**src/rtl/sync_fifo_flags_pkg.sv**
```systemverilog
// Shared helpers for the flagged FIFO: sizing functions and flag-bundle bit positions.
package fifo_pkg;

   localparam int unsigned FLAG_EMPTY  = 0;
   localparam int unsigned FLAG_FULL   = 1;
   localparam int unsigned FLAG_AEMPTY = 2;
   localparam int unsigned FLAG_AFULL  = 3;
   localparam int unsigned FLAG_W      = 4;

   function automatic int unsigned fifo_clog2(input int unsigned n);
      int unsigned r;
      r = 0;
      while ((32'd1 << r) < n) r++;
      return r;
   endfunction

   function automatic int unsigned depth_of(input int unsigned aw);
      return 32'd1 << aw;
   endfunction

   // Occupancy must represent 0..DEPTH inclusive, hence DEPTH+1 states.
   function automatic int unsigned level_width(input int unsigned aw);
      return fifo_clog2(depth_of(aw) + 1);
   endfunction

endpackage

```
**src/rtl/sync_fifo_flags_mem.sv**
```systemverilog
// Two-port storage array: one synchronous write port, one asynchronous read port, no reset.
module fifo_mem_2p #(
   parameter int unsigned DATA_WIDTH    = 4,
   parameter int unsigned ADDRESS_WIDTH = 5,
   parameter int unsigned DEPTH         = 32
) (
   input  logic                     clk,
   input  logic                     write_enable,
   input  logic [ADDRESS_WIDTH-1:0] write_address,
   input  logic [DATA_WIDTH-1:0]    write_data,
   input  logic [ADDRESS_WIDTH-1:0] read_address,
   output logic [DATA_WIDTH-1:0]    read_data
);

   logic [DATA_WIDTH-1:0] mem_q [DEPTH];

   always_ff @(posedge clk) begin
      if (write_enable) mem_q[write_address] <= write_data;
   end

   assign read_data = mem_q[read_address];

endmodule

```
**src/rtl/sync_fifo_flags.sv**
```systemverilog
// Single-clock FIFO with occupancy count, programmable almost flags, sticky errors,
// flush and a choice of first-word-fall-through or registered read.
module sync_fifo_flags
   import fifo_pkg::*;
#(
   parameter int unsigned DATA_WIDTH    = 4,
   parameter int unsigned ADDRESS_WIDTH = 5,
   parameter int unsigned AF_THRESHOLD  = depth_of(ADDRESS_WIDTH) - 2,
   parameter int unsigned AE_THRESHOLD  = 1,
   parameter int unsigned FWFT          = 1
) (
   input  logic                   clk,
   input  logic                   reset,
   input  logic [DATA_WIDTH-1:0]  write_data,
   input  logic                   write_increment,
   input  logic                   read_increment,
   input  logic                   flush,
   input  logic                   clear_errors,
   output logic [DATA_WIDTH-1:0]  read_data,
   output logic                   empty,
   output logic                   full,
   output logic                   almost_empty,
   output logic                   almost_full,
   output logic [ADDRESS_WIDTH:0] level,
   output logic                   overflow,
   output logic                   underflow
);

   localparam int unsigned DEPTH = depth_of(ADDRESS_WIDTH);
   localparam int unsigned LW    = level_width(ADDRESS_WIDTH);

   localparam logic [LW-1:0] DEPTH_LVL = LW'(DEPTH);
   localparam logic [LW-1:0] AF_LVL    = LW'(AF_THRESHOLD);
   localparam logic [LW-1:0] AE_LVL    = LW'(AE_THRESHOLD);

   if (ADDRESS_WIDTH < 1) begin : g_bad_aw
      $error("sync_fifo_flags: ADDRESS_WIDTH must be >= 1");
   end
   if (!(AE_THRESHOLD < AF_THRESHOLD && AF_THRESHOLD <= DEPTH)) begin : g_bad_thr
      $error("sync_fifo_flags: need AE_THRESHOLD < AF_THRESHOLD <= DEPTH");
   end

   logic [ADDRESS_WIDTH-1:0] wr_ptr_q, wr_ptr_d;
   logic [ADDRESS_WIDTH-1:0] rd_ptr_q, rd_ptr_d;
   logic [LW-1:0]            level_q, level_d;
   logic [FLAG_W-1:0]        flags_q, flags_d;
   logic                     overflow_q, overflow_d;
   logic                     underflow_q, underflow_d;
   logic [DATA_WIDTH-1:0]    read_data_q, read_data_d;

   logic                     read_accept;
   logic                     write_accept;
   logic                     mem_we;
   logic [DATA_WIDTH-1:0]    mem_rdata;

   fifo_mem_2p #(
      .DATA_WIDTH   (DATA_WIDTH),
      .ADDRESS_WIDTH(ADDRESS_WIDTH),
      .DEPTH        (DEPTH)
   ) u_mem (
      .clk          (clk),
      .write_enable (mem_we),
      .write_address(wr_ptr_q),
      .write_data   (write_data),
      .read_address (rd_ptr_q),
      .read_data    (mem_rdata)
   );

   always_comb begin
      read_accept  = read_increment & ~flags_q[FLAG_EMPTY];
      write_accept = write_increment & (~flags_q[FLAG_FULL] | read_accept);
      mem_we       = write_accept & ~flush & ~reset;

      wr_ptr_d     = wr_ptr_q;
      rd_ptr_d     = rd_ptr_q;
      level_d      = level_q;
      overflow_d   = overflow_q;
      underflow_d  = underflow_q;
      read_data_d  = read_data_q;

      // Flush drops same-cycle traffic silently: no pointer moves, no error events.
      if (flush) begin
         wr_ptr_d = '0;
         rd_ptr_d = '0;
         level_d  = '0;
      end else begin
         if (write_accept) wr_ptr_d = wr_ptr_q + ADDRESS_WIDTH'(1);
         if (read_accept)  rd_ptr_d = rd_ptr_q + ADDRESS_WIDTH'(1);
         level_d     = level_q + LW'(write_accept) - LW'(read_accept);
         overflow_d  = (overflow_q & ~clear_errors) | (write_increment & ~write_accept);
         underflow_d = (underflow_q & ~clear_errors) | (read_increment & flags_q[FLAG_EMPTY]);
         if (read_accept) read_data_d = mem_rdata;
      end

      flags_d              = '0;
      flags_d[FLAG_EMPTY]  = (level_d == '0);
      flags_d[FLAG_FULL]   = (level_d == DEPTH_LVL);
      flags_d[FLAG_AEMPTY] = (level_d <= AE_LVL);
      flags_d[FLAG_AFULL]  = (level_d >= AF_LVL);
   end

   always_ff @(posedge clk) begin
      if (reset) begin
         wr_ptr_q             <= '0;
         rd_ptr_q             <= '0;
         level_q              <= '0;
         flags_q              <= '0;
         flags_q[FLAG_EMPTY]  <= 1'b1;
         flags_q[FLAG_AEMPTY] <= 1'b1;
         overflow_q           <= 1'b0;
         underflow_q          <= 1'b0;
         read_data_q          <= '0;
      end else begin
         wr_ptr_q    <= wr_ptr_d;
         rd_ptr_q    <= rd_ptr_d;
         level_q     <= level_d;
         flags_q     <= flags_d;
         overflow_q  <= overflow_d;
         underflow_q <= underflow_d;
         read_data_q <= read_data_d;
      end
   end

   always_comb begin
      if (FWFT != 0) read_data = flags_q[FLAG_EMPTY] ? '0 : mem_rdata;
      else           read_data = read_data_q;
   end

   assign empty        = flags_q[FLAG_EMPTY];
   assign full         = flags_q[FLAG_FULL];
   assign almost_empty = flags_q[FLAG_AEMPTY];
   assign almost_full  = flags_q[FLAG_AFULL];
   assign level        = level_q;
   assign overflow     = overflow_q;
   assign underflow    = underflow_q;

endmodule

```
**config.mk**
```make
export PLATFORM = sky130hd
export DESIGN_NAME = sync_fifo_flags
export DESIGN_NICKNAME = d
export VERILOG_FILES = /design/src/rtl/sync_fifo_flags_pkg.sv /design/src/rtl/sync_fifo_flags_mem.sv /design/src/rtl/sync_fifo_flags.sv
export SDC_FILE = /design/constraint.sdc
export NUM_CORES = 1
export LEC_CHECK = 0
export ABC_AREA = 1
export CAP_MARGIN = 15
export CORE_ASPECT_RATIO = 0.7
export CORE_MARGIN = 3
export CORE_UTILIZATION = 50
export DETAILED_ROUTE_END_ITERATION = 10
export GPL_ROUTABILITY_DRIVEN = 0
export PLACE_DENSITY = 0.7
export SLEW_MARGIN = 40
export SYNTH_ARGS = -nofsm -noshare
export SYNTH_HDL_FRONTEND = slang
export SYNTH_SLANG_ARGS = --single-unit
```
**constraint.sdc**
```tcl
create_clock -name clk -period 2.3 [get_ports clk]
set_input_delay 0.345 -clock clk [delete_from_list [all_inputs] [get_ports clk]]
set_output_delay 0.345 -clock clk [all_outputs]
set_load 0.005 [all_outputs]
```
* Word-level counts from Yosys, hierarchy flattened *
Memory sizes are Yosys's and may differ from the RTL's. A register that Yosys moved wholly into a read port is not among the register bits.
Index checks and enable logic that the tools add are counted.

storage, ports and cells
  bits in writable memories = 128
  output and inout port bits = 16
  bits in registers = 22
  memories kept = 1

cells by class
  magnitude comparators = 2
  reductions and logical operators = 2
  bitwise operators = 17
  muxes and demuxes = 6
  add/subtract/negate cells = 4
  eq/ne operators = 1

memories
  name         words  width  rd ports  clocked after memory_dff  wr ports  line                       RTL
  u_mem.mem_q  32     4      1         1                         1         sync_fifo_flags_mem.sv:15  logic [DATA_WIDTH-1:0] mem_q [DEPTH];

operators with widths
  cell                                                               number
  adder 5 x 1 -> 5 bit, second input constant                        2
  two-way mux 5 bit                                                  2
  AND 1 bit                                                          8
  adder 6 x 1 -> 6 bit                                               1
  == test 6 bit, second input constant                               1
  greater-or-equal comparator 6 x 5 -> 1 bit, second input constant  1
  <= comparator 6 x 1 -> 1 bit, second input constant                1
  logical NOT 6 bit                                                  1
  two-way mux 6 bit                                                  1
  NOT 1 bit                                                          6
  subtractor 6 x 1 -> 6 bit                                          1
  two-way mux 4 bit                                                  1
  OR 1 bit                                                           3
  two-way mux 1 bit                                                  2
  OR reduction 2 bit                                                 1

* Longest topological paths before layout *
  depth after elaboration = 8
  depth in mapped cells = 17

* By module *
From an unflattened synthesis, not the netlist that was laid out.

second synthesis, totals
  cells, all modules = 649
  area, all modules = 6593.8 um2

modules (own cells, without submodules)
  module           times used  seq. area each (um2)  cells each  area an instance (um2)
  fifo_mem_2p      1           3843.7                482         5416.4
  sync_fifo_flags  1           440.4                 167         1177.4

* Least setup slack after synthesis *
Ideal clock, no wire load.

  path kind = reg2reg
  start point = register flags_q[0]
  end point = register flags_q[2]
  setup slack = 0.049 ns
  stages on the path, launching flop included = 14
  data arrival time = 2.132 ns
  setup time = 0.118 ns
  path through = dfxtp_1 inv_2 nand2_1 nand2_1 nand2_2 ha_1 inv_1 ha_1 inv_1 fa_1 or2_2 nand2_1 nand3b_1 a21oi_1

on the way
  longest elaborated chain between the ends = 8

RTL lines
  item                            line                    RTL
  start: declaration              sync_fifo_flags.sv:46   logic [FLAG_W-1:0] flags_q, flags_d;
  start signal: assignment        sync_fifo_flags.sv:117  flags_q <= flags_d;
  NOT 1 bit *                     sync_fifo_flags.sv:70   read_accept = read_increment & ~flags_q[FLAG_EMPTY];
  AND 1 bit *                     sync_fifo_flags.sv:70
  OR 1 bit                        sync_fifo_flags.sv:71   write_accept = write_increment & (~flags_q[FLAG_FULL] | read_accept);
  AND 1 bit                       sync_fifo_flags.sv:71
  adder 6 x 1 -> 6 bit            sync_fifo_flags.sv:89   level_d = level_q + LW'(write_accept) - LW'(read_accept);
  subtractor 6 x 1 -> 6 bit *     sync_fifo_flags.sv:89
  two-way mux 6 bit *             sync_fifo_flags.sv:82   if (flush) begin
  <= comparator 6 x 1 -> 1 bit *  sync_fifo_flags.sv:98   flags_d[FLAG_AEMPTY] = (level_d <= AE_LVL);

Every way passes the cells marked *; elsewhere a longest branch is shown, timed or not.
A chain may end at the register's enable or synchronous reset.

==> impl_metrics.tcl <==
set metrics [dict create \
    outcome "complete, no violations" \
    synth_nets 659 \
    internal_power_mw 5.296 \
    synth.area.top_cells "edfxtp_1, nand2_1, dfxtp_1, nand3_1, nor2_1" \
    drive_gt1_share_pct 21.96 \
    criticalPathCategory "flop to primary output" \
    dpl_cell_area_mm2 0.007237 \
    whs_path_depth 3 \
    min_period_over_period_pct 99.97 \
    antenna_found_initial 0 \
    worstSkewPairLatency_ps 420 \
    viasPerCell 5.492 \
    hold_class "primary input to flop" \
    worstPathRequired_ps 1960 \
    critPathLaunchType "flop" \
    worst_hold_slack_ps 223.8 \
    grt_pass1_vias 4852 \
    synth_top_area_share_pct 58.29 \
    power.switching_mw 1.717 \
    yosysWarnings 0 \
    io_buffers 25 \
    fmax_mhz 434.9 \
    crit_path_end_kind "primary output" \
    postCtsHoldBufs 0 \
    start_util_pct 52.19 \
    p_per_area_mw_per_mm2 843.3 \
    die_area_mm2 0.01462 \
    reg2regPathDepth 13 \
    drt-wirelength-per-cell_um 17.62 \
    die_width_um 143.3 \
    num_rows 34 \
    ant_nets 0 \
    dr.first_iter.drc_count 452 \
    dr.pass1.iters 5 \
    worst_pin_slew_ps 427.8 \
    cts-root-buf "clkbuf_16" \
    rsz0062_at_grt "true" \
    n_fill_cell 939 \
    synth_seq_area_share_pct 66.49 \
    overflow 0 \
    slew_viol_final 0 \
    clk_pin_slew_ps 60 \
    p_clk_share_pct 39.5 \
    grt_usage_pct 22.02 \
    htreeDepth 4 \
    seqPwrFrac_pct 44.7 \
    core_mm2 0.01263 \
    finalHoldViolations 0 \
    grt_pass1_wl_um 24360 \
    drc_errors 0 \
    nNetsFinal 742 \
    syn-instance-count 637 \
    synth_area_mm2 0.006594 \
    post-route-min-period_ps 2299 \
    wirelength_um 15770 \
    diodes 0 \
    clock_skew_ps 6.228 \
    die_height_um 102.1 \
    grt_max_degree 33 \
    avgSynthCellArea_um2 10.35 \
    clock_path_buffers 2 \
    crit_fanout 8 \
    vias 4915 \
    fin_area_mm2 0.008315 \
    dp.final_hpwl_um 9664 \
    ir_worst_vdd_mv 0.5596 \
    cts_tree "built" \
    slew_headroom_pct 71.37 \
    leakagePower_nw 3.172 \
    pwr-share-comb_pct 15.8 \
    numClockSinks 155 \
    synth_top_cell_by_area "edfxtp_1" \
    finalSetupViolCount 0 \
    yosys_register_bits 155 \
    fin_setup_tns_ps 0 \
    synth_cell_types 24 \
    ioPinCount 26 \
    cts_made_buffers 17 \
    drv_cap 0 \
    area_growth_pct 26.11 \
    p_sw_share_pct 24.48 \
    worst-endpoint-arrival_ps 1950 \
]
placed cells by master, fill, tap and decap left out, types with 3 or more instances in the layout:
cell type and count:
buf_4 47, clkinvlp_4 3, nand2_2 13, clkbuf_16 18, nand3b_1 3, nor2_1 65
inv_1 25, dfxtp_1 24, inv_2 4, clkbuf_1 3, buf_2 4, nand3_2 18
edfxtp_1 128, bufinv_16 3, nand2_1 175, clkdlybuf4s50_1 20, a21oi_1 11, buf_6 4
ha_1 9, o21ai_1 6, nor2_2 16, o21ai_0 10, nand3_1 86, buf_12 9
critical path, cell delays in order (launching register included):
cell	delay, ps
dfxtp_4	370
buf_12	150
buf_12	130
buf_4	130
nor2_2	70
nor2_1	40
o21ai_1	60
o21ai_1	90
nor2_1	150
nor2_2	70
nor2_2	90
nor2_2	50
buf_2	120
worst paths after layout:
kind | from | endpoint | slack, ps
worst max-delay path | flop | read_data[1] | 0.8
worst min-delay path | read_increment | underflow | 220
worst max register to register | flags_q[0] | flags_q[2] | 100
worst min register to register | underflow | underflow | 480
synthesized netlist by cell type:
master / count
nor4_1: 1
nor3b_1: 1
xor2_1: 1
nand2_2: 5
buf_4: 1
buf_2: 14
inv_2: 3
o21ai_0: 15
nor3_1: 4
o21ai_1: 3
or2_2: 2
nor2_1: 80
buf_6: 7
ha_1: 11
edfxtp_1: 128
dfxtp_1: 27
inv_1: 28
a21oi_1: 11
nand2_1: 184
nand3_1: 104
fa_1: 1
clkbuf_1: 2
nand3b_1: 3
nor2_2: 1
metrics by stage:
step                      std cells  setup WS, ps  total power [mW]  util [%]
final                           895        0.7612             7.013     65.82
after global routing            895        -112.6             7.277     65.82
after CTS                       884        -62.82             6.898     63.81
after detailed placement        842        -453.6             4.090     57.28
after global placement          842        -361.0             4.074     57.28
after floorplan                 637         49.38             3.692         -
kinds of logic (layout without fill, tap and decap cells):
| logic type | Yosys count | after routing | synth area share [%] |
|---|---|---|---|
| and+or+nand+nor | 385 | 385 | 24.54 |
| buffers and inverters | 55 | 151 | 4.251 |
| AOI/OAI and AO/OA | 29 | 29 | 2.201 |
| DFF | 155 | 155 | 66.49 |
| adders and majority gates | 12 | 12 | 2.391 |
| xor gates and xnor gates | 1 | 1 | 0.1329 |
power groups by stage:
stage	registers, mW	logic [mW]	clock network, mW
after floorplan	3.19	0.504	0
after global placement	3.19	0.880	0
after detailed placement	3.19	0.898	0
after CTS	3.14	0.976	2.78
after global routing	3.14	1.22	2.91
final	3.14	1.11	2.77
sequential cells by signal, indices dropped and copies added (netlist names), named ones only:
| register | flops |
|---|---|
| flags_q | 4 |
| level | 6 |
| overflow | 1 |
| rd_ptr_q | 5 |
| u_mem.mem_q | 128 |
| underflow | 1 |
| wr_ptr_q | 5 |
final cells by class:
class	instances	area [um2]	share of cell area, %
inverter	31	123.9	1.490
sequential	155	4390	52.80
tap	162	202.7	2.438
clock buffer	20	436.7	5.251
multi-input combinational	427	2130	25.61
timing repair buffer	88	883.3	10.62
clock inverter	12	148.9	1.791
routing by layer:
metal	track usage (%)	up-vias	part of all wire, %
li1	-	2329	-
met1	30.32	2342	45
met2	34.56	211	46
met3	5.192	33	7.8
met4	8.394	0	1.5
met5	0	-	0
what timing repair did:
action | CTS | global route
gates cloned | 2 | 1
resized for setup | 52 | 46
endpoints found under the setup margin | 7 | 9
buffers inserted | 8 | 12
pin swaps | 12 | 26
hold endpoints to repair | 0 | 0
No activity file was read; power rests on OpenSTA's default activity.
